<file path="src/rtl/acq_pkg.sv">
// Shared constants for the acquisition trigger sequencer.
// Trigger-mode codes and FSM state encoding.
package acq_pkg;

    localparam logic [1:0] TRIG_IMM = 2'd0;
    localparam logic [1:0] TRIG_FA  = 2'd1;
    localparam logic [1:0] TRIG_SA  = 2'd2;
    localparam logic [1:0] TRIG_EXT = 2'd3;

    typedef enum logic [2:0] {
        ST_IDLE,
        ST_ARB,
        ST_ARMED,
        ST_CAPTURE,
        ST_DONE
    } acqState_t;

endpackage

</file>
<file path="src/rtl/rr_arbiter.sv">
// Round-robin arbiter: one-hot grant of the first request at/after the pointer.
// The pointer moves past the winner only when the grant is accepted.
module rr_arbiter #(
    parameter int NREQ = 4,
    parameter int IW   = $clog2(NREQ)
) (
    input  logic            clk,
    input  logic            rstN,
    input  logic [NREQ-1:0] req,
    input  logic            accept,
    output logic [NREQ-1:0] grant,
    output logic [IW-1:0]   grantIdx,
    output logic            anyReq
);

    logic [IW-1:0] ptr;
    int            j;

    always_comb begin
        grant    = '0;
        grantIdx = '0;
        anyReq   = 1'b0;
        j        = 0;
        for (int i = 0; i < NREQ; i++) begin
            j = int'(ptr) + i;
            if (j >= NREQ) j = j - NREQ;
            if (!anyReq && req[j]) begin
                anyReq   = 1'b1;
                grant[j] = 1'b1;
                grantIdx = IW'(j);
            end
        end
    end

    always_ff @(posedge clk or negedge rstN) begin
        if (!rstN) begin
            ptr <= '0;
        end else if (accept && anyReq) begin
            ptr <= (grantIdx == IW'(NREQ - 1)) ? '0 : grantIdx + 1'b1;
        end
    end

endmodule

</file>
<file path="src/rtl/acq_trigger_sequencer.sv">
// Shares the acquisition engine among NREQ requesters: arbitrate, arm on a
// marker/trigger edge, count captured samples, report done/timeout/abort.
module acq_trigger_sequencer
    import acq_pkg::*;
#(
    parameter int NREQ        = 4,
    parameter int COUNT_WIDTH = 24,
    parameter int TMO_WIDTH   = 28
) (
    input  logic                        evrClk,
    input  logic                        evrResetN,
    input  logic [NREQ-1:0]             reqValid,
    input  logic [2*NREQ-1:0]           reqMode,
    input  logic [COUNT_WIDTH*NREQ-1:0] reqCount,
    input  logic [TMO_WIDTH-1:0]        armTimeout,
    input  logic                        abort,
    input  logic                        faMarker,
    input  logic                        saMarker,
    input  logic                        extTrigger,
    input  logic                        sampleValid,
    output logic [NREQ-1:0]             reqGrant,
    output logic [NREQ-1:0]             reqDone,
    output logic                        acqStart,
    output logic                        acqActive,
    output logic                        statusTimeout,
    output logic                        statusAbort
);

    localparam int IW = $clog2(NREQ);

    acqState_t              state;
    acqState_t              stateNext;
    logic                   faD;
    logic                   saD;
    logic                   extD;
    logic [NREQ-1:0]        ownerHot;
    logic [1:0]             mode;
    logic [COUNT_WIDTH-1:0] sampleCnt;
    logic [COUNT_WIDTH-1:0] winCount;
    logic [TMO_WIDTH-1:0]   tmoCnt;
    logic [NREQ-1:0]        arbGrant;
    logic [IW-1:0]          arbIdx;
    logic                   arbAny;
    logic                   trig;
    logic                   timeoutHit;
    logic                   lastSample;
    logic                   sampleTaken;

    rr_arbiter #(
        .NREQ (NREQ),
        .IW   (IW)
    ) uArb (
        .clk      (evrClk),
        .rstN     (evrResetN),
        .req      (reqValid),
        .accept   (state == ST_ARB),
        .grant    (arbGrant),
        .grantIdx (arbIdx),
        .anyReq   (arbAny)
    );

    always_comb begin
        trig = 1'b0;
        unique case (mode)
            TRIG_IMM: trig = 1'b1;
            TRIG_FA:  trig = faMarker & ~faD;
            TRIG_SA:  trig = saMarker & ~saD;
            TRIG_EXT: trig = extTrigger & ~extD;
        endcase
    end

    assign winCount    = reqCount[arbIdx*COUNT_WIDTH +: COUNT_WIDTH];
    assign timeoutHit  = (armTimeout != '0) && (tmoCnt >= armTimeout);
    // The sample arriving alongside acqStart belongs to no capture.
    assign sampleTaken = sampleValid && !acqStart;
    assign lastSample  = sampleTaken && (sampleCnt == COUNT_WIDTH'(1));

    always_comb begin
        stateNext = state;
        unique case (state)
            ST_IDLE:    if (|reqValid) stateNext = ST_ARB;
            ST_ARB:     stateNext = arbAny ? ST_ARMED : ST_IDLE;
            ST_ARMED: begin
                if (abort || (!trig && timeoutHit)) stateNext = ST_DONE;
                else if (trig)                      stateNext = ST_CAPTURE;
            end
            ST_CAPTURE: if (abort || lastSample) stateNext = ST_DONE;
            ST_DONE:    stateNext = ST_IDLE;
            default:    stateNext = ST_IDLE;
        endcase
    end

    always_ff @(posedge evrClk or negedge evrResetN) begin
        if (!evrResetN) begin
            state         <= ST_IDLE;
            faD           <= 1'b0;
            saD           <= 1'b0;
            extD          <= 1'b0;
            ownerHot      <= '0;
            mode          <= TRIG_IMM;
            sampleCnt     <= '0;
            tmoCnt        <= '0;
            acqStart      <= 1'b0;
            statusTimeout <= 1'b0;
            statusAbort   <= 1'b0;
        end else begin
            state    <= stateNext;
            faD      <= faMarker;
            saD      <= saMarker;
            extD     <= extTrigger;
            acqStart <= 1'b0;
            unique case (state)
                ST_ARB: begin
                    if (arbAny) begin
                        ownerHot      <= arbGrant;
                        mode          <= reqMode[arbIdx*2 +: 2];
                        sampleCnt     <= (winCount == '0) ? COUNT_WIDTH'(1) : winCount;
                        tmoCnt        <= '0;
                        statusTimeout <= 1'b0;
                        statusAbort   <= 1'b0;
                    end
                end
                ST_ARMED: begin
                    if (abort)           statusAbort   <= 1'b1;
                    else if (trig)       acqStart      <= 1'b1;
                    else if (timeoutHit) statusTimeout <= 1'b1;
                    if (tmoCnt != '1) tmoCnt <= tmoCnt + 1'b1;
                end
                ST_CAPTURE: begin
                    if (abort) statusAbort <= 1'b1;
                    else if (sampleTaken && !lastSample) sampleCnt <= sampleCnt - 1'b1;
                end
                default: ;
            endcase
        end
    end

    assign reqGrant  = (state == ST_ARMED || state == ST_CAPTURE) ? ownerHot : '0;
    assign reqDone   = (state == ST_DONE) ? ownerHot : '0;
    assign acqActive = (state == ST_CAPTURE);

endmodule
</file>
<file path="config.mk">
export PLATFORM = sky130hd
export DESIGN_NAME = acq_trigger_sequencer
export DESIGN_NICKNAME = d
export VERILOG_FILES = /design/src/rtl/acq_pkg.sv /design/src/rtl/rr_arbiter.sv /design/src/rtl/acq_trigger_sequencer.sv
export SDC_FILE = /design/constraint.sdc
export NUM_CORES = 1
export LEC_CHECK = 0
export ABC_AREA = 1
export BUFFER_PORTS_ARGS = -buffer_cell sky130_fd_sc_hd__buf_2
export CAP_MARGIN = 10
export CORE_MARGIN = 3
export CORE_UTILIZATION = 60
export DETAILED_ROUTE_END_ITERATION = 8
export GPL_TIMING_DRIVEN = 0
export PLACE_DENSITY = 0.95
export SYNTH_ARGS = -nofsm -noshare
export SYNTH_HDL_FRONTEND = slang
export SYNTH_SLANG_ARGS = --single-unit
export TNS_END_PERCENT = 30
</file>
<file path="constraint.sdc">
create_clock -name evrClk -period 4.7 [get_ports evrClk]
set_clock_uncertainty 0.1 [all_clocks]
set_input_delay 0.235 -clock evrClk [delete_from_list [all_inputs] [get_ports evrClk]]
set_output_delay 0.235 -clock evrClk [all_outputs]
set_load 0.02 [all_outputs]
</file>
# Word level (Yosys, flattened, before mapping)

Cells that the tools add are included.

Multiply operators: 1
Eq/ne operators: 21
Multiplexer cells: 64
Reductions and logical operators: 37
Bitwise logic cells: 9
Shifts and indexed selects: 2
Order comparisons: 13
Add/subtract/negate cells: 10

Operators with widths:

| kind                    | number |
|---|---|
| $ge A32 B1 Y1 const B   | 4 |
| $lt A32 B4 Y1 const B   | 4 |
| $mux W32                | 4 |
| $ge A32 B4 Y1 const B   | 3 |
| $mux W24                | 4 |
| $shiftx A96 B8 Y24      | 1 |
| $sub A32 B4 Y32 const B | 3 |
| $mux W28                | 2 |
| $pmux W28 S2            | 1 |
| $pmux W24 S2            | 1 |
| $add A28 B1 Y28 const B | 1 |
| $ge A28 B28 Y1          | 1 |
| $ne A28 B28 Y1 const B  | 1 |
| $reduce_bool A28 Y1     | 1 |
| $eq A24 B1 Y1 const B   | 1 |
| $logic_not A24 Y1       | 1 |
| $mux W1                 | 24 |
| $mux W4                 | 6 |
| $sub A24 B1 Y24 const B | 1 |
| $ne A2 B2 Y1 const B    | 7 |
| $logic_and A1 B1 Y1     | 13 |
| $mux W2                 | 6 |
| $mux W3                 | 4 |
| $or A4 B4 Y4            | 3 |
| other kinds (32)        | 60 |

Bits in registers: 69
Output and inout bits: 12
Input port bits: 143

# Logic depth before layout (Yosys ltp)

Gate-level depths: netlist (run 1).

Depth after elaboration: 21
Gate-level depth with buffers: 23
Gate-level depth less buffers: 20

# Modules after synthesis

Synthesis (run 1) repeated with hierarchy kept, for this count alone.

Cells, all modules: 991
Area total of the unflattened synthesis: 6419.9 sq um

Modules (own cells, without submodules):

| module                | instances | cells each | area each (sq um) |
|---|---|---|---|
| acq_trigger_sequencer | 1         | 905        | 5829.3 |
| rr_arbiter            | 1         | 86         | 590.6 |

# Worst setup path before layout (run 1)

Ideal clock, no wire load.

Kind: register -> register
Start: register uArb.ptr[0]
End: register sampleCnt[0]
Period minus slack after synthesis: 2593 ps
Data arrival time: 2376 ps
Path slack: 2107 ps
Cell stages (with the launch flop): 23
Required time: 4483 ps
Setup time: 117 ps
Path through: dfrtp_1 -> buf_6 -> inv_4 -> buf_8 -> ha_1 -> inv_1 -> nand3_1 -> nand2_1 -> a21oi_2 -> nand2_2 -> nand2_8 -> buf_2 -> nand2_1 -> nand2_1 -> nand2_1 -> nand2_1 -> nor2_1 -> nand2_1 -> nor2_1 -> nand3_1 -> nand2_1 -> nand2_1 -> nand2_1

Word-level cells in the longest chain between the ends: 21

RTL lines:

| what                                                                     | RTL line                     | source |
|---|---|---|
| from (decl)                                                              | rr_arbiter.sv:16             | `logic [IW-1:0] ptr;` |
| from (signal assigned)                                                   | rr_arbiter.sv:39             | `ptr <= (grantIdx == IW'(NREQ - 1)) ? '0 : grantIdx + 1'b1;` |
| parallel branches: the longest is 21 deep, another holds $sub A32 B4 Y32 | --                           |  |
| to (signal assigned)                                                     | acq_trigger_sequencer.sv:117 | `sampleCnt <= (winCount == '0) ? COUNT_WIDTH'(1) : winCount;` |
| to (signal assigned)                                                     | acq_trigger_sequencer.sv:131 | `else if (sampleTaken && !lastSample) sampleCnt <= sampleCnt - 1'b1;` |
| to (decl)                                                                | acq_trigger_sequencer.sv:38  | `logic [COUNT_WIDTH-1:0] sampleCnt;` |

Parallel ways; which one is timed is not known. The select of a mux whose other input is x is not followed.
A chain may end at the register's enable or synchronous reset.

# Final worst setup path (run 1)

Same ends and word-level chain as after synthesis.

==> results_tabular.tex, run 1 <==
\begin{tabular}{lr}
\hline
Metric & Value \\
\hline
\multicolumn{2}{l}{\textbf{Synthesis}} \\
Most common cell in the synthesized netlist & nand2\_1 \\
Top cells by instance count after synthesis & nand2\_1, inv\_1, nor2\_1, nand3\_1, dfrtp\_1 \\
Number of storage elements in the synthesis netlist & 69 \\
Net count after synthesis & 1,204 \\
Fraction of synthesized cell area taken by the top area cell type & 26.25\% \\
Warnings, synthesis & 0 \\
Post-synth design cell area & 6578 um2 \\
Cells after synthesis & 1,022 \\
Mean instance size in the synthesized netlist & 6.436 um2 \\
Top area cells in the synthesized netlist & dfrtp\_1, nand2\_1, inv\_1 \\
Largest area contributor in the netlist & dfrtp\_1 \\
Yosys cell types & 45 \\
Post-synthesis async set-or-reset flop share & 100.0\% \\
Register area share after synthesis & 26.25\% \\
Commonest register cell after synthesis & dfrtp\_1 \\
Number of synthesized flops with an enable pin & 0 \\
\multicolumn{2}{l}{\textbf{Clock network}} \\
Clock root buffer & clkbuf\_8 \\
Reg clk slew, reported paths & 0.08 ns \\
Insertion delay to the later sink of the worst-skew pair & 0.36 ns \\
H-tree levels & 3 \\
Clock Sinks & 69 \\
Postcts setup bufs & 0 \\
Number of CTS-inserted buffers & 9 \\
CTS max path bufs & 2 \\
TritonCTS clock tree & done \\
\multicolumn{2}{l}{\textbf{Floorplanning}} \\
Placement row count & 37 \\
Horizontal extent of the die & 110.7 um \\
Initial standard-cell utilization of the core & 62.59\% \\
Number of ports placed on the die boundary & 155 \\
Std-Cell Core Area & 10,510 um2 \\
Chip Height & 110.7 um \\
Die area & 12,250 um2 \\
\multicolumn{2}{l}{\textbf{Detailed routing}} \\
Post-detailed-route wirelength per cell & 15.14 um \\
Detail Route Antenna Nets & 0 \\
Total Wirelength & 20.16 mm \\
Count of routing violations after the opening detailed-route iteration & 731 \\
Final routed DRC violation total & 0 \\
Count of vias placed by the detailed router & 7,740 \\
Via density per instance & 5.811 \\
Detailed-router iteration count before antenna repair & 6 \\
\multicolumn{2}{l}{\textbf{Global route}} \\
Total routing usage reported by global routing & 32.12\% \\
Overflow left after global routing & 0 \\
Pin count of the biggest net entering global routing & 70 \\
Antenna violations before repair & 0 \\
Global-route wire length before repair & 33.25 mm \\
Number of global-route vias before repair & 7,202 \\
\multicolumn{2}{l}{\textbf{Place}} \\
Half-perimeter wire length after placement & 15.74 mm \\
Cell area after placement & 7521 um2 \\
Minimum setup slack after placement & 1.620 ns \\
Final RePlAce weighted congestion & 0.9416 \\
IO buf count & 154 \\
\multicolumn{2}{l}{\textbf{Power}} \\
Leakage power summed over all cells & 4.089 nW \\
Peak ir drop on the vdd network & 0.6771 mV \\
Power density over cell area & 669.1 nW/um2 \\
\multicolumn{2}{l}{\textbf{Timing}} \\
Slew headroom & 41.03\% \\
Share of the cycle needed by the critical path after routing & 67.25\% \\
RSZ-0062 raised after global routing & false \\
Tightest Pin Transition & 0.8845 ns \\
Final Max Slew Viols & 0 \\
Setup-violating endpoint count in the final report & 0 \\
Timing-limited maximum frequency & 316.4 MHz \\
Aggregate negative setup slack & 0 ns \\
Time the final worst path needs with I/O delays and setup & 3.161 ns \\
Number of hold-slack violations in the final timing report & 0 \\
Minimum setup slack in the final design & 1.539 ns \\
\multicolumn{2}{l}{\textbf{Job}} \\
Max-cap violations & 0 \\
\multicolumn{2}{l}{\textbf{Worst setup path}} \\
Capturing element type of the critical path & flop \\
Largest driver fanout on the critical path & 13 \\
Timing startpoint of the critical path & uArb.ptr[0]\$\_DFFE\_PN0P\_ \\
Worst Path Arrival & 3.31 ns \\
Required @ worst endpoint & 4.85 ns \\
R2r startpoint & uArb.ptr[0]\$\_DFFE\_PN0P\_ \\
CP Launch Type & flop \\
Crit Path Category & flop to flop \\
\multicolumn{2}{l}{\textbf{Finish}} \\
Final layout net count & 1,373 \\
Footprint of the multi-input gates & 4074 um2 \\
Total inserted antenna cells & 0 \\
Filler Cells Inserted & 858 \\
Design Area, Final & 7784 um2 \\
Fin util & 74.07\% \\
Area Growth Syn to Fin & 18.34\% \\
Fraction of layout cells with a size suffix above 1 & 19.06\% \\
Sequential cell area in the final layout & 1727 um2 \\
\multicolumn{2}{l}{\textbf{Min path}} \\
Path category of the worst min-delay check & input pin to flop \\
Hold path startpoint & abort \\
\multicolumn{2}{l}{\textbf{Run status}} \\
Result of the run & completed \\
\hline
\end{tabular}
==> through the flow <==
step           hold WS [ns]  cells  total power, mW
6_report            0.04467   1332            5.208
5_1_grt             0.06133   1332            5.613
4_1_cts             0.04184   1332            5.091
3_5_place_dp         0.2584   1312            4.509
3_3_place_gp         0.2565   1312            4.442
2_1_floorplan       -0.1606   1022            3.571
==> placed cells by master (no fill, tap or decap), types with 3 or more instances in the layout <==
cell type      netlist  layout
buf_6                7       7
nand2_2              5       5
dlygate4sd3_1        0       4
dfrtp_1             69      69
nand2_4              3       3
o31ai_1              6       6
a21oi_1             64      64
a41oi_1              4       4
a31oi_1              7       7
nand3_2             10      10
o21a_1               3       3
buf_2               13     166
nand3b_1            23      23
buf_4                2       3
ha_1                39      39
nand4_1             22      22
nor4_1              15      15
inv_2                7       7
xor2_1              11      11
o21ai_0             36      36
nand3_1             82      82
xnor2_1              6       6
nand2_1            266     266
a211oi_1             5       5
inv_1              140     140
o211ai_1             3       3
clkbuf_1            10      10
a22oi_1              8       8
nor3_1              27      27
o22ai_1              5       5
nor2_1             107     107
clkbuf_8             0       9
==> worst paths after layout <==
kind,to,slack (ns),depth (start not counted)
worst max register to register,sampleCnt[0]$_DFFE_PN0P_,1.54,22
max in group asynchronous,ownerHot[0]$_DFFE_PN0P_,3.49,2
min in group asynchronous,sampleCnt[3]$_DFFE_PN0P_,0.44,2
worst max-delay path,sampleCnt[0]$_DFFE_PN0P_,1.54,22
worst min register to register,statusAbort$_DFFE_PN0P_,0.40,2
worst min-delay path,acqStart$_DFF_PN0_,0.04,2
==> state kept, by name (all words and copies together), names as in the netlist, 2 cells and up <==
name	flops
tmoCnt	28
sampleCnt	24
ownerHot	4
state	3
mode	2
uArb.ptr	2
==> where the power goes <==
group          switching (mW)  internal, mW  leakage, nW  total, mW
clock network           0.252         0.301        0.110      0.553
logic                    2.50          1.22         3.11       3.71
registers               0.172         0.770        0.873      0.942
==> cell type report <==
class                   count  share of cell area [%]
flip-flops and latches     69                   22.18
multi-input cells         770                   52.34
inverters                 149                   7.217
clock buffers               9                   1.591
plain buffers              34                   2.765
clock inverters             7                   1.270
well taps                 136                   2.186
repair buffers            158                   10.45
==> cells by family after synthesis <==
group,synth area share (%)
xor+xnor,2.264
simple gates,39.22
compound gates,13.03
flops,26.25
fa+ha+maj,7.419
buf+inv,11.81
==> critical path: stages (launching register included) <==
cell and delay, ns:
dfrtp_1 0.47, buf_6 0.18, inv_4 0.04, buf_8 0.14, ha_1 0.39, inv_1 0.11, nand3_1 0.09, nand2_1 0.08
a21oi_2 0.18, nand2_2 0.14, nand2_8 0.14, buf_2 0.23, nand2_1 0.07, nand2_1 0.07, nand2_1 0.05, nand2_1 0.16
nor2_1 0.06, nand2_1 0.06, nor2_1 0.04, nand3_1 0.08, nand2_1 0.06, nand2_1 0.07, nand2_1 0.05
==> routing by layer <==
| metal | global-route usage, % | part of all wire, % | routed length [um] | vias to the layer above |
|---|---|---|---|---|
| li1 | - | - | - | 3701 |
| met1 | 41.68 | 39 | 7950 | 3490 |
| met2 | 53.11 | 47 | 9472 | 480 |
| met3 | 5.186 | 9.5 | 1907 | 69 |
| met4 | 13.71 | 4.1 | 832 | 0 |
| met5 | 0 | 0 | 0 | - |
==> repair_timing <==
| item | 4_1_cts | 5_1_grt |
|---|---|---|
| hold buffers | 4 | 0 |
| endpoints found under the hold margin | 72 | 0 |
| gates resized for setup | 0 | 0 |
Power figures use the tool's default switching activity.
==> run 2: changes to the inputs <==
Settings changed: ABC_AREA 1 to 0, CORE_UTILIZATION 60 to 54, PLACE_DENSITY 0.95 to 0.93.
Clock period 4.7 ns to 3 ns, I/O delays scaled along.
==> run 2 against run 1 <==
The run now ends with negative setup slack left. Combinational power increased by 16%. Clock-buffer cell count increased by 4. First-iteration DRC count increased by 18%. Synthesized area decreased by 15%. Sequential power increased by 61%. Critical path depth decreased by 10. Non-clock buffer count increased by 26. Final area decreased by 7.0%. Critical path type unchanged.
==> results_tabular.tex, run 2 <==
\begin{tabular}{lr}
\hline
Metric & Value \\
\hline
\multicolumn{2}{l}{\textbf{Timing}} \\
Setup-violating endpoint count in the final report & 21 (+21) \\
Number of hold-slack violations in the final timing report & 0 (unchanged) \\
Final Max Slew Viols & 0 (unchanged) \\
Timing-limited maximum frequency & 272.5 MHz (-14\%) \\
RSZ-0062 raised after global routing & true \\
Share of the cycle needed by the critical path after routing & 122.3\% (+55 points) \\
Time the final worst path needs with I/O delays and setup & 3.670 ns (+0.5091 ns) \\
Minimum setup slack in the final design & -0.6696 ns (-2.209 ns) \\
Slew headroom & 40.30\% (-0.73 points) \\
Tightest Pin Transition & 0.8955 ns (+0.01102 ns) \\
\multicolumn{2}{l}{\textbf{Detailed routing}} \\
Count of routing violations after the opening detailed-route iteration & 866 (+18\%) \\
Count of vias placed by the detailed router & 6,577 (-15\%) \\
Via density per instance & 6.837 (+18\%) \\
Detailed-router iteration count before antenna repair & 7 (+1) \\
Final routed DRC violation total & 0 (unchanged) \\
Post-detailed-route wirelength per cell & 23.00 um (+52\%) \\
Detail Route Antenna Nets & 0 (unchanged) \\
Total Wirelength & 22.13 mm (+9.8\%) \\
\multicolumn{2}{l}{\textbf{Power}} \\
Peak ir drop on the vdd network & 0.7505 mV (+11\%) \\
Power density over cell area & 897.2 nW/um2 (+34\%) \\
Leakage power summed over all cells & 3.396 nW (-17\%) \\
Power consumption & 6.497 mW (+25\%) \\
\multicolumn{2}{l}{\textbf{Worst setup path}} \\
End point of the critical path & sampleCnt[0]\$\_DFFE\_PN0P\_ \\
Gate family responsible for the most delay along the worst path & simple AND/OR/NAND/NOR gates \\
R2r startpoint & uArb.ptr[0]\$\_DFFE\_PN0P\_ \\
Timing startpoint of the critical path & uArb.ptr[0]\$\_DFFE\_PN0P\_ \\
Largest driver fanout on the critical path & 6 (-7) \\
End of the worst register-to-register path & sampleCnt[0]\$\_DFFE\_PN0P\_ \\
Reg2reg path depth & 12 (-45\%) \\
Crit Path Category & flop to flop \\
CP peak stage delay & 0.56 ns (+0.09 ns) \\
Capturing element type of the critical path & flop \\
CP Launch Type & flop \\
Critical Path Slowest Stage Cell & or4\_4 \\
Required @ worst endpoint & 3.15 ns (-1.70 ns) \\
Total stage count of the critical path & 12 (-45\%) \\
Register-to-register setup slack & -0.67 ns (-2.21 ns) \\
Worst Path Arrival & 3.82 ns (+0.51 ns) \\
Number of buffers and inverters on the critical path & 3 (-2) \\
Cell type with the highest occurrence count on the critical path & mux4\_2 \\
Cells along the critical path & buf\_6 > clkinvlp\_4 > ha\_4 > mux4\_2 > nor2b\_4 > o22a\_4 > buf\_4 > mux4\_2 > or4\_4 > nor4\_4 > nand4\_1 > o311ai\_1 \\
\multicolumn{2}{l}{\textbf{Clock network}} \\
CTS max path bufs & 2 (unchanged) \\
Number of CTS-inserted buffers & 9 (unchanged) \\
H-tree levels & 3 (unchanged) \\
Reg clk slew, reported paths & 0.07 ns (about the same) \\
Clock root buffer & clkbuf\_8 \\
Clock Sinks & 69 (unchanged) \\
Insertion delay to the later sink of the worst-skew pair & 0.35 ns (about the same) \\
TritonCTS clock tree & done \\
\multicolumn{2}{l}{\textbf{Floorplanning}} \\
Chip Height & 107.7 um (-2.8\%) \\
Horizontal extent of the die & 107.7 um (-2.8\%) \\
Initial standard-cell utilization of the core & 56.31\% (-6.3 points) \\
Number of ports placed on the die boundary & 155 (unchanged) \\
Die area & 11,590 um2 (-5.4\%) \\
Placement row count & 36 (-2.7\%) \\
Std-Cell Core Area & 9910 um2 (-5.7\%) \\
\multicolumn{2}{l}{\textbf{Finish}} \\
Footprint of the multi-input gates & 3734 um2 (-8.4\%) \\
Sequential cell area in the final layout & 1730 um2 (+0.22\%) \\
Total inserted antenna cells & 0 (unchanged) \\
Final layout net count & 1,007 (-27\%) \\
Leading registers by flop count & tmoCnt: 28 flops, sampleCnt: 24 flops, ownerHot: 4 flops \\
Most flops, register & tmoCnt \\
Final cell count without fillers & 962 (-28\%) \\
Area Growth Syn to Fin & 29.78\% \\
Filler Cells Inserted & 665 (-22\%) \\
Max reg flops & 28 (unchanged) \\
Fraction of layout cells with a size suffix above 1 & 33.41\% (+14 points) \\
Most frequent standard cell in the layout excluding fill and tap cells & buf\_2 \\
Top library cells by usage in the layout, fill and taps aside & buf\_2, dfrtp\_1, nor2\_1 \\
\multicolumn{2}{l}{\textbf{Synthesis}} \\
Number of storage elements in the synthesis netlist & 69 (unchanged) \\
Number of synthesized flops with an enable pin & 0 (unchanged) \\
Post-synth design cell area & 5580 um2 (-15\%) \\
Cells after synthesis & 627 (-39\%) \\
Top cells by instance count after synthesis & dfrtp\_1, a21oi\_1, nor2\_1, o21ai\_0, nand2\_1 \\
Post-synthesis async set-or-reset flop share & 100.0\% (unchanged) \\
Mean instance size in the synthesized netlist & 8.900 um2 (+38\%) \\
Most common cell in the synthesized netlist & dfrtp\_1 \\
Yosys cell types & 64 (+42\%) \\
Fraction of synthesized cell area taken by the top area cell type & 30.94\% (+4.7 points) \\
Largest area contributor in the netlist & dfrtp\_1 \\
Commonest register cell after synthesis & dfrtp\_1 \\
Net count after synthesis & 809 (-33\%) \\
Warnings, synthesis & 0 (unchanged) \\
Top area cells in the synthesized netlist & dfrtp\_1, ha\_1, mux4\_2 \\
Register area share after synthesis & 30.94\% (+4.7 points) \\
\multicolumn{2}{l}{\textbf{Run status}} \\
Result of the run & finished, violations left \\
Failing checks & negative setup slack \\
\multicolumn{2}{l}{\textbf{Min path}} \\
Path category of the worst min-delay check & input pin to flop \\
\multicolumn{2}{l}{\textbf{Global route}} \\
Pin count of the biggest net entering global routing & 70 (unchanged) \\
Total routing usage reported by global routing & 30.38\% (-1.7 points) \\
Overflow left after global routing & 0 (unchanged) \\
Global-route wire length before repair & 27.74 mm (-17\%) \\
Number of global-route vias before repair & 5,714 (-21\%) \\
Antenna violations before repair & 1 (+1) \\
\multicolumn{2}{l}{\textbf{Job}} \\
Max-cap violations & 0 (unchanged) \\
\multicolumn{2}{l}{\textbf{Place}} \\
Placed Cells incl. Taps & 911 (-31\%) \\
IO buf count & 151 (-1.9\%) \\
Half-perimeter wire length after placement & 12.66 mm (-20\%) \\
Final RePlAce weighted congestion & 0.9423 (about the same) \\
\hline
\end{tabular}
run 2: cell types whose count changed in the layout (fill, tap and decap cells not counted), sizes merged, moves of 10 or more:
cell    delta
nor3      -11
a21o      +11
a21oi     -12
o21ai     +10
nand3b    -23
nand3     -73
inv      -108
buf       +18
nand2    -232
nor2      -57
clkbuf    +12
mux4      +22
run 2: kinds of logic after synthesis:
group	synth area share (%)
xor+xnor	3.610
compound gates	18.95
flops	30.94
fa+ha+maj	8.744
mux	11.43
buf+inv	5.650
simple gates	20.67
run 2: per-layer routing:
metal / up-vias / global-route usage [%] / share of wire, %
met3: 233 / 5.759 / 13
met1: 2936 / 36.00 / 33
met4: 2 / 19.03 / 10
li1: 2732 / - / -
met5: - / 0 / 0.041
met2: 674 / 50.62 / 44
run 2: what timing repair did:
item,CTS,global route
resized for setup,18,52
setup endpoints to repair,27,37
gates cloned,1,2
hold buffers,4,0
pin swaps,5,14
endpoints found under the hold margin,72,0
buffers inserted,15,17
run 2: area by class of cell:
type / count / area share (%)
flip-flops and latches: 69 / 23.89
repair buffers: 188 / 14.94
inverters: 42 / 2.229
plain buffers: 30 / 2.885
multi-input cells: 485 / 51.55
clock buffers: 13 / 2.056
well taps: 133 / 2.298
clock inverters: 2 / 0.1382
run 2: worst min path at each step:
stage,start,end,cells after the start
finish,abort,statusAbort$_DFFE_PN0P_,2
global placement,saMarker,saD$_DFF_PN0_,1
floorplan,evrResetN,acqStart$_DFF_PN0_,0
detailed placement,saMarker,saD$_DFF_PN0_,1
global route,abort,statusAbort$_DFFE_PN0P_,2
CTS,abort,statusAbort$_DFFE_PN0P_,2
run 2: per-stage QoR:
| step | TNS, ns | setup slack, ns | instance area (um2) | hold WS [ns] | util (%) |
|---|---|---|---|---|---|
| detailed placement | -8.648 | -0.8345 | 6525 | 0.1770 | 65.85 |
| global placement | -7.760 | -0.7857 | 6523 | 0.1674 | 65.82 |
| CTS | -0.5210 | -0.3650 | 6939 | 0.05320 | 70.03 |
| finish | -2.531 | -0.6696 | 7242 | 0.09242 | 73.08 |
| global route | -6.309 | -0.6981 | 7242 | 0.1068 | 73.08 |
| floorplan | -0.9509 | -0.3176 | 5600 | -0.2456 | - |
run 2: report_power, final:
group          switching, mW  internal, mW  total (mW)
Clock                  0.349         0.317       0.666
Sequential             0.319          1.20        1.52
Combinational           2.47          1.84        4.31
Total                   3.14          3.36        6.50
